--- src/rtl/tis_stream_source.sv ---
// TIS input node: host loads clamped signed words, then streams them to a core port.
// Ports: clk, rst, clr, ld_valid/ld_data/ld_ready, start, out_data/out_valid/out_read,
// sent_count, done. Optional macro TIS_SRC_LOOP_EN makes emission wrap and never finish.
module tis_stream_source #(
  parameter int DEPTH = 16,
  parameter int WIDTH = 11
) (
  input  logic             clk,
  input  logic             rst,
  input  logic             clr,
  input  logic             ld_valid,
  input  logic [WIDTH-1:0] ld_data,
  output logic             ld_ready,
  input  logic             start,
  output logic [WIDTH-1:0] out_data,
  output logic             out_valid,
  input  logic             out_read,
  output logic [7:0]       sent_count,
  output logic             done
);

  localparam int AW = (DEPTH > 1) ? $clog2(DEPTH) : 1;
  localparam int LW = $clog2(DEPTH + 1);

  localparam logic signed [WIDTH-1:0] VMAX = WIDTH'(999);
  localparam logic signed [WIDTH-1:0] VMIN = WIDTH'(-999);

  typedef enum logic [1:0] {
    S_LOAD,
    S_RUN,
    S_DONE
  } state_t;

  state_t state, state_n;

  logic [WIDTH-1:0] mem [DEPTH];
  logic [LW-1:0]    len, len_n;
  logic [AW-1:0]    idx, idx_n;
  logic [7:0]       cnt, cnt_n;
  logic             wr_en;
  logic             last;

  logic signed [WIDTH-1:0] sd;
  logic signed [WIDTH-1:0] clamped;

  assign sd = $signed(ld_data);

  always_comb begin
    clamped = sd;
    if (sd > VMAX) clamped = VMAX;
    else if (sd < VMIN) clamped = VMIN;
  end

  assign last = (LW'(idx) == (len - LW'(1)));

  always_ff @(posedge clk) begin
    if (wr_en) mem[len[AW-1:0]] <= clamped;
  end

  always_ff @(posedge clk or posedge rst) begin
    if (rst) begin
      state <= S_LOAD;
      len   <= '0;
      idx   <= '0;
      cnt   <= '0;
    end else begin
      state <= state_n;
      len   <= len_n;
      idx   <= idx_n;
      cnt   <= cnt_n;
    end
  end

  always_comb begin
    state_n   = state;
    len_n     = len;
    idx_n     = idx;
    cnt_n     = cnt;
    wr_en     = 1'b0;
    ld_ready  = 1'b0;
    out_valid = 1'b0;
    done      = 1'b0;
    unique case (state)
      S_LOAD: begin
        ld_ready = (len != LW'(DEPTH));
        wr_en    = ld_valid && ld_ready;
        if (wr_en) len_n = len + LW'(1);
        // a word loaded alongside start is part of the run
        if (start) begin
          idx_n   = '0;
          state_n = (len_n != '0) ? S_RUN : S_DONE;
        end
      end
      S_RUN: begin
        out_valid = 1'b1;
        if (out_read) begin
          if (cnt != 8'hFF) cnt_n = cnt + 8'd1;
          if (last) begin
            idx_n = '0;
`ifdef TIS_SRC_LOOP_EN
            state_n = S_RUN;
`else
            state_n = S_DONE;
`endif
          end else begin
            idx_n = idx + AW'(1);
          end
        end
      end
      S_DONE: begin
`ifdef TIS_SRC_LOOP_EN
        done = 1'b0;
`else
        done = 1'b1;
`endif
        // replay needs something stored to replay
        if (start && len != '0) begin
          idx_n   = '0;
          state_n = S_RUN;
        end
      end
      default: state_n = S_LOAD;
    endcase
    if (clr) begin
      state_n = S_LOAD;
      len_n   = '0;
      idx_n   = '0;
      cnt_n   = '0;
      wr_en   = 1'b0;
    end
  end

  assign out_data   = (state == S_RUN) ? mem[idx] : '0;
  assign sent_count = cnt;

endmodule
--- config.mk ---
export PLATFORM = sky130hd
export DESIGN_NAME = tis_stream_source
export DESIGN_NICKNAME = d
export VERILOG_FILES = /design/src/rtl/tis_stream_source.sv
export SDC_FILE = /design/constraint.sdc
export NUM_CORES = 1
export LEC_CHECK = 0
export ABC_AREA = 1
export CAP_MARGIN = 20
export CORE_MARGIN = 1
export CORE_UTILIZATION = 30
export DETAILED_ROUTE_END_ITERATION = 12
export MAX_ROUTING_LAYER = met4
export PLACE_DENSITY = 0.46
export SETUP_SLACK_MARGIN = 0.1
export SLEW_MARGIN = 20
export SYNTH_ARGS = -nofsm -noshare
export SYNTH_HDL_FRONTEND = slang
export SYNTH_SLANG_ARGS = --single-unit
--- constraint.sdc ---
create_clock -name clk -period 3.15 [get_ports clk]
set_input_delay 0.4725 -clock clk [delete_from_list [all_inputs] [get_ports clk]]
set_output_delay 0.4725 -clock clk [all_outputs]
set_load 0.03 [all_outputs]
==> results of run 1 <==
routing by layer:
layer	vias up	track usage, %	share of wire (%)
li1	2743	-	-
met2	126	27.2	47
met5	-	-	0
met1	2948	23.0	48
met3	20	3.14	3.8
met4	0	4.39	1.2
layout make-up:
class                      count  area [µm²]
inverter                      36         135
timing repair buffer          80         756
multi-input combinational    448        2390
tap                          378         473
clock buffer                  18         429
clock inverter                14         174
fill                        2711       17700
sequential                   195        5760
synthesized netlist by cell type (2+ instances only):
cell	number
buf_2	15
nor2_2	3
a21oi_1	17
o21ai_0	101
nor3_1	8
nor2_4	2
dfrtp_1	19
ha_1	11
nand3_1	31
inv_2	5
xnor2_1	4
o21a_1	2
buf_4	3
o22ai_1	14
inv_1	31
o211ai_1	11
edfxtp_1	176
nand2_2	5
nor2_1	117
nand2_1	73
clkbuf_1	17
buf_6	2
xor2_1	3
o221ai_1	33
clkbuf_2	2
nand4_1	4
flip-flops by register name (all words and copies together), names as in the netlist:
signal / flops
sent_count: 8
mem: 176
state: 2
len: 5
idx: 4
stage by stage:
step / hold WS, ns / instances / setup slack (ns) / util, %
finish: 0.472 / 1169 / 0.288 / 36.4
global route: 0.547 / 1169 / 0.178 / 36.4
CTS: 0.487 / 1169 / 0.260 / 36.4
detailed placement: 0.516 / 1137 / 0.0342 / 34.2
global placement: 0.504 / 1137 / 0.214 / 34.2
floorplan: 0.424 / 718 / 0.614 / -
critical path, stage by stage (launching register included):
cell	delay (ns)
dfrtp_2	0.43
inv_2	0.31
buf_12	0.24
o21ai_0	0.10
o221ai_1	0.32
nand3_1	0.11
a21oi_1	0.22
buf_4	0.21
where the power goes:
part | total [µW] | leakage, µW | internal (µW) | switching, µW
Sequential | 2980 | 0.00185 | 2920 | 53.8
Clock | 2200 | 0.000289 | 1090 | 1110
Combinational | 1680 | 0.00136 | 564 | 1120
final timing paths:
| path | from | to | slack [ns] | depth (start not counted) |
|---|---|---|---|---|
| max | idx[0] | out_data[7] | 0.29 | 7 |
| min | rst | sent_count[6] | 0.47 | 2 |
| max reg2reg | len[0] | mem[6][10] | 0.63 | 8 |
| min reg2reg | state[1] | state[1] | 0.53 | 2 |
| max in group asynchronous | rst | idx[0] | 2.12 | 2 |
| min in group clk | state[1] | state[1] | 0.53 | 2 |
cell families after synthesis:
kind of cell	after synthesis	synth area share, %
compound gates	181	12.9
xor+xnor	7	0.725
fa+ha+maj	11	1.63
flops	195	68.2
simple gates	249	12.7
buf+inv	75	3.89
==> impl_metrics.ini, run 1 <==
[finish]
finalNetCount = 806
final_area_mm2 = 0.0101
area_growth_pct = 19.7
diodes = 0
layout-drive-gt1-share_pct = 13.9
final_cell_mix = edfxtp_1, nor2_1, o21ai_0, nand2_1, buf_4
mostFrequentLayoutCell = edfxtp_1

[timing]
worst_pin_slew_ns = 0.796
fin_tns_setup_ns = 0
min_period_over_period_pct = 90.9
finalMaxSlewViolations = 0
max_freq_ghz = 0.349
clock-skew-final_ns = 0.0113
setup_violations = 0
period_needed_ns = 2.86
relSlewSlack_pct = 46.9
hold_viol = 0
rsz0062_at_grt = no

[clock_network]
cts-root-buf = clkbuf_16
cts_tree = done
cts_buffer_depth = 2
clock_tree.htree_level_count = 4
clk_latency_ns = 0.44
cts_buffers = 17
post_cts_buffers = 0
clkTransAtPathRegs_ns = 0.08
cts.sinks = 195
ctsHoldBuffers = 0
post_cts_resized = 0

[floorplan]
die_w_um = 170
placementRows = 61
die_area_mm2 = 0.0288
core_mm2 = 0.0278
ios = 39
start_util_pct = 30.4
die_height_um = 170

[routing]
via_per_inst = 4.99
route.detailed.drc = 0
ant_nets = 0
routedWlPerCell_um = 19.9
first_pass_iters = 7
vias = 5837
drtIter0Drc = 537
drt-total-wl_um = 23300

[global_routing]
track_usage_pct = 17.3
grt_pass1_vias = 5847
grt_max_degree = 91
grt_overflow = 0
grt_pass1_wl_um = 35200
antenna_found_initial = 0

[critical_path]
worst_setup_path_end_kind = primary output
cp_data_required_time_ns = 2.68
crit_path_max_fanout = 31
worstSetupPathType = reg -> out
worstPathArrival_ns = 2.39
cp-start-kind = flip-flop

[placed_design]
place.gp.congestion = 0.840
placed_area_mm2 = 0.00951
dp_hpwl_um = 14300
port_buffers = 38

[power]
powerDensity_mw_per_mm2 = 678
cellLeakagePower_uw = 0.00350
power_uw = 6860
ir_worst_vdd_v = 0.000358

[logic_synthesis]
synthArstFlopShare_pct = 9.74
syn_inst = 718
synth_top_area_share_pct = 62.5
yosysUniqueCellTypes = 35
synth_seq_cells = 195
yosys.area.top_type = edfxtp_1
synth_seq_area_share_pct = 68.2
netlist_area_mm2 = 0.00845
synth_ff_type = edfxtp_1
yosys_warnings = 0
yosys-top-cells-area = edfxtp_1, o21ai_0, dfrtp_1
synth_edf_count = 176
synth.avg_cell_area_um2 = 11.8
syn-num-nets = 746

[worst_hold_path]
hp-class = in -> async

[job]
cap_violations = 0

[status]
outcome = finished clean
(Power assumes the default switching activity.)
==> inputs of run 2 (changes only) <==
CTS_BUF_LIST = sky130_fd_sc_hd__clkbuf_2   (was not set)
clock period = 3.67 ns   (was 3.15 ns; I/O delays follow)
==> run 2 against run 1 <==
Register-to-register slack gained 0.53 ns. Setup slack gained 0.083 ns. Wire length decreased by 2.9%. Critical endpoint is now out_data[6]. Critical path depth is the same. Sequential share of layout area is 2.3 points higher. Sequential cell count stayed put. Die area did not move.
==> impl_metrics.ini, run 2 (synthesized netlist as in run 1, its figures left out) <==
[timing]
rsz0062_at_grt = no
max_freq_ghz = 0.303
relSlewSlack_pct = 47.4
setup_violations = 0
clock-skew-final_ns = 0.0595
min_period_over_period_pct = 89.9
worst_pin_slew_ns = 0.788
period_needed_ns = 3.30
hold_viol = 0
finalMaxSlewViolations = 0
fin_tns_setup_ns = 0
fin_ws_ns = 0.371

[power]
powerDensity_mw_per_mm2 = 527
intPower_uw = 3230
swShare_pct = 37.0
cellLeakagePower_uw = 0.00331
clkPwrFrac_pct = 22.3
p_sw_uw = 1890
power_frac_seq_pct = 50.0
pwr-share-comb_pct = 27.7
ir_worst_vdd_v = 0.000359

[floorplan]
die_w_um = 170
start_util_pct = 30.4
die_area_mm2 = 0.0288
ios = 39
placementRows = 61
die_height_um = 170
core_mm2 = 0.0278

[job]
cap_violations = 0

[global_routing]
grt_max_degree = 91
antenna_found_initial = 1
grt_use_met2_pct = 25.4
grt_use_met1_pct = 23.2
track_usage_pct = 16.7
grt_pass1_wl_um = 34100
grt_pass1_vias = 5646
gr-max-usage-layer = met2
use_met3_pct = 3.07
grt_overflow = 0

[critical_path]
crit_path_max_fanout = 34
worstSetupPathType = reg -> out
cp_data_required_time_ns = 3.12
worst_setup_path_end_kind = primary output
cp-start-kind = flip-flop
reg2reg_from = len[0]
worstPathArrival_ns = 2.75
reg2reg_to = mem[0][2]
worstRegToRegCells = 7
reg2reg_slack_ns = 1.16

[finish]
largest_register_ffs = 176
layout-drive-gt1-share_pct = 12.7
finalNetCount = 795
final_cell_mix = edfxtp_1, nor2_1, o21ai_0, nand2_1, buf_4
nFillCells = 2795
finish.utilization_pct = 35.0
mostFrequentLayoutCell = edfxtp_1
final_area_mm2 = 0.00972
area_growth_pct = 15.0

[routing]
routedWlPerCell_um = 19.5
vias = 5795
route.detailed.drc = 0
drtIter0Drc = 507
via_per_inst = 5.00
drt-total-wl_um = 22600
ant_nets = 0
first_pass_iters = 5

[clock_network]
clk_latency_ns = 0.79
clock_tree.htree_level_count = 4
cts_tree = done
clkTransAtPathRegs_ns = 0.32
cts_buffers = 17
ctsHoldBuffers = 0
post_cts_buffers = 0
cts-root-buf = clkbuf_2
cts.sinks = 195
cts_buffer_depth = 2

[placed_design]
dp_slack_ns = 0.485
placed_area_mm2 = 0.00940
dp_hpwl_um = 13500
place.gp.congestion = 0.815
port_buffers = 38

[status]
outcome = finished clean

[worst_hold_path]
hp-class = in -> async
## run 2: cell types whose count changed in the layout (fill, tap and decap cells not counted), moves of 3 or more
cell and delta:
clkinv_8 +3, clkbuf_2 +17, clkbuf_16 -17, buf_4 -11
## run 2: final cells by class
cell class / instances / area, µm² / share of cell area, %
Timing Repair Buffer: 69 / 664 / 6.84
Multi-Input combinational cell: 448 / 2390 / 24.6
Antenna cell: 1 / 2.50 / 0.0257
Clock buffer: 17 / 85.1 / 0.875
Inverter: 36 / 144 / 1.48
Tap cell: 378 / 473 / 4.87
Sequential cell: 195 / 5760 / 59.3
Clock inverter: 15 / 201 / 2.07
## run 2: worst max-delay path, stage by stage (launching register included)
cell,delay (ns)
dfrtp_2,0.52
inv_6,0.24
buf_4,0.30
o21ai_0,0.11
o221ai_1,0.22
nand3_1,0.10
a21oi_1,0.25
buf_4,0.22
## run 2: repair_timing
| item | in CTS | in global routing |
|---|---|---|
| setup endpoints to repair | 11 | 10 |
| gates resized for setup | 2 | 6 |
| hold endpoints to repair | 0 | 0 |
## run 2: power groups by stage
| stage | logic, µW | registers, µW | clock network (µW) |
|---|---|---|---|
| 2_1_floorplan | 930 | 2600 | 0 |
| 6_report | 1420 | 2560 | 1140 |
| 5_1_grt | 1570 | 2570 | 1280 |
| 4_1_cts | 1420 | 2560 | 1180 |
| 3_5_place_dp | 1420 | 2600 | 0 |
| 3_3_place_gp | 1390 | 2600 | 0 |
## run 2: through the flow
step	hold WS, ns	cells	total power (µW)
after floorplan	0.474	718	3530
after global placement	0.493	1126	3990
after detailed placement	0.504	1126	4020
after CTS	0.149	1158	5160
after global routing	0.166	1159	5410
final	0.168	1159	5120
## run 2: routing by layer
metal	wire (µm)	vias to the layer above
li1	-	2712
met1	10800	2917
met2	10400	155
met3	1180	11
met4	232	0
met5	0	-
## run 2: how the worst max path moves through the flow
stage                     startpoint           to  slack, ns  depth (start not counted)
after floorplan               len[0]   mem[15][0]       1.13                          7
after detailed placement  ld_data[0]    mem[3][4]       0.48                          7
after CTS                     idx[0]  out_data[2]       0.18                          6
after global routing          idx[0]  out_data[1]       0.14                          7
final                         idx[0]  out_data[6]       0.37                          7
after global placement    ld_data[0]    mem[0][4]       0.54                          7
==> inputs of run 3 (changes only) <==
CORE_UTILIZATION = 37   (was 30)
PLACE_DENSITY = 0.54   (was 0.46)
==> run 3 against run 2 <==
Critical path depth unchanged. Non-clock buffer count increased by 4. Clock power about the same. Register-to-register slack got worse by 0.04 ns. Sequential power about the same. Clock-buffer cell count unchanged. Hold slack improved by 0.022 ns. Design area decreased by 0.82%. Critical path type unchanged. Largest power group unchanged.
==> impl_metrics.ini, run 3 (synthesized netlist as in run 1, its figures left out) <==
[finish]
final_cell_mix = edfxtp_1, nor2_1, o21ai_0, nand2_1, buf_4
nFillCells = 2014
largest_register_ffs = 176
finalNetCount = 799
finish.utilization_pct = 43.6
area_growth_pct = 14.0
layout-drive-gt1-share_pct = 13.9
mostFrequentLayoutCell = edfxtp_1

[floorplan]
start_util_pct = 38.3
die_w_um = 153
placementRows = 54
core_mm2 = 0.0221
die_height_um = 153
ios = 39
die_area_mm2 = 0.0235

[routing]
first_pass_iters = 5
via_per_inst = 5.50
vias = 5847
routedWlPerCell_um = 20.3
drt-total-wl_um = 21600
route.detailed.drc = 0
ant_nets = 0
drtIter0Drc = 488

[clock_network]
clkTransAtPathRegs_ns = 0.29
cts_buffers = 17
cts_tree = done
cts-root-buf = clkbuf_2
clk_latency_ns = 0.77
clock_tree.htree_level_count = 4
cts_buffer_depth = 2
cts.sinks = 195

[timing]
setup_violations = 0
worst_pin_slew_ns = 0.806
fin_tns_setup_ns = 0
max_freq_ghz = 0.294
relSlewSlack_pct = 46.2
fin_ws_ns = 0.266
rsz0062_at_grt = yes
hold_viol = 0
hold_ws_ns = 0.190
period_needed_ns = 3.40
finalMaxSlewViolations = 0
min_period_over_period_pct = 92.8
clock-skew-final_ns = 0.0379

[power]
cellLeakagePower_uw = 0.00332
powerDensity_mw_per_mm2 = 533
ir_worst_vdd_v = 0.000254

[critical_path]
cp-start-kind = flip-flop
cp_cell_sequence = inv_2 > buf_12 > o21ai_0 > o221ai_2 > nand3_1 > a21oi_2 > buf_12
crit_path_max_fanout = 51
worst_setup_path_end_kind = primary output
worstPathArrival_ns = 2.85
reg2reg_slack_ns = 1.12
max_stage_delay_ns = 0.63
crit_top_cell = buf_12
cp_data_required_time_ns = 3.12
worstSetupPathType = reg -> out
reg2reg_from = len[0]
reg2reg_to = mem[3][0]
worstRegToRegCells = 8
critPathSlowestCell = dfrtp_4

[global_routing]
grt_max_degree = 75
track_usage_pct = 19.5
antenna_found_initial = 1
grt_pass1_wl_um = 33000
grt_pass1_vias = 5533
grt_overflow = 0

[placed_design]
port_buffers = 38
dp_slack_ns = 0.428
dp_hpwl_um = 13300
place.gp.congestion = 0.826

[job]
cap_violations = 0

[status]
outcome = finished clean

[worst_hold_path]
hp-class = in -> async
run 3: layer usage:
| layer | global-route usage [%] | up-vias | routed length [µm] |
|---|---|---|---|
| met4 | 5.53 | 0 | 266 |
| met5 | - | - | 0 |
| met2 | 31.1 | 177 | 10500 |
| met3 | 2.89 | 16 | 1080 |
| li1 | - | 2726 | - |
| met1 | 26.0 | 2928 | 9770 |
run 3: final cells by class:
type | instances | area (µm²) | share of cell area (%)
multi-input cells | 448 | 2410 | 25.1
clock buffers | 17 | 85.1 | 0.883
flip-flops and latches | 195 | 5760 | 59.8
clock inverters | 14 | 171 | 1.78
inverters | 36 | 139 | 1.44
diodes | 1 | 2.50 | 0.0260
well taps | 280 | 350 | 3.63
repair buffers | 73 | 711 | 7.37
run 3: critical path, delay by kind of cell, from the launching register on:
kind | cells | cell delay [ns]
AO/OA/AOI/OAI | 3 | 0.67
buffers and inverters | 3 | 0.64
flip-flops | 1 | 0.63
AND/OR/NAND/NOR | 1 | 0.13
run 3: what timing repair did:
action | in CTS | in global routing
endpoints found under the setup margin | 9 | 4
hold buffers | 0 | 0
hold endpoints to repair | 0 | 0
resized for setup | 5 | 5
setup buffers | 0 | 4
run 3: worst max path at each step:
| stage | end | startpoint |
|---|---|---|
| after floorplan | mem[15][0] | len[0] |
| after global placement | mem[0][3] | ld_data[2] |
| after detailed placement | mem[1][3] | ld_data[2] |
| after CTS | out_data[10] | idx[0] |
| after global routing | out_data[10] | idx[0] |
| final | out_data[10] | idx[0] |
run 3: where the power goes:
group          total (µW)  internal [µW]  switching [µW]
sequential           2570           2510            59.0
combinational        1460            499             957
clock                1110            334             774
run 3: through the flow:
step                std cells  power, µW  cell area (µm²)
finish                   1064       5130             9640
global route             1064       5390             9640
CTS                      1059       5130             9580
detailed placement       1028       4030             9300
global placement         1028       4010             9300
floorplan                 718       3530             8450
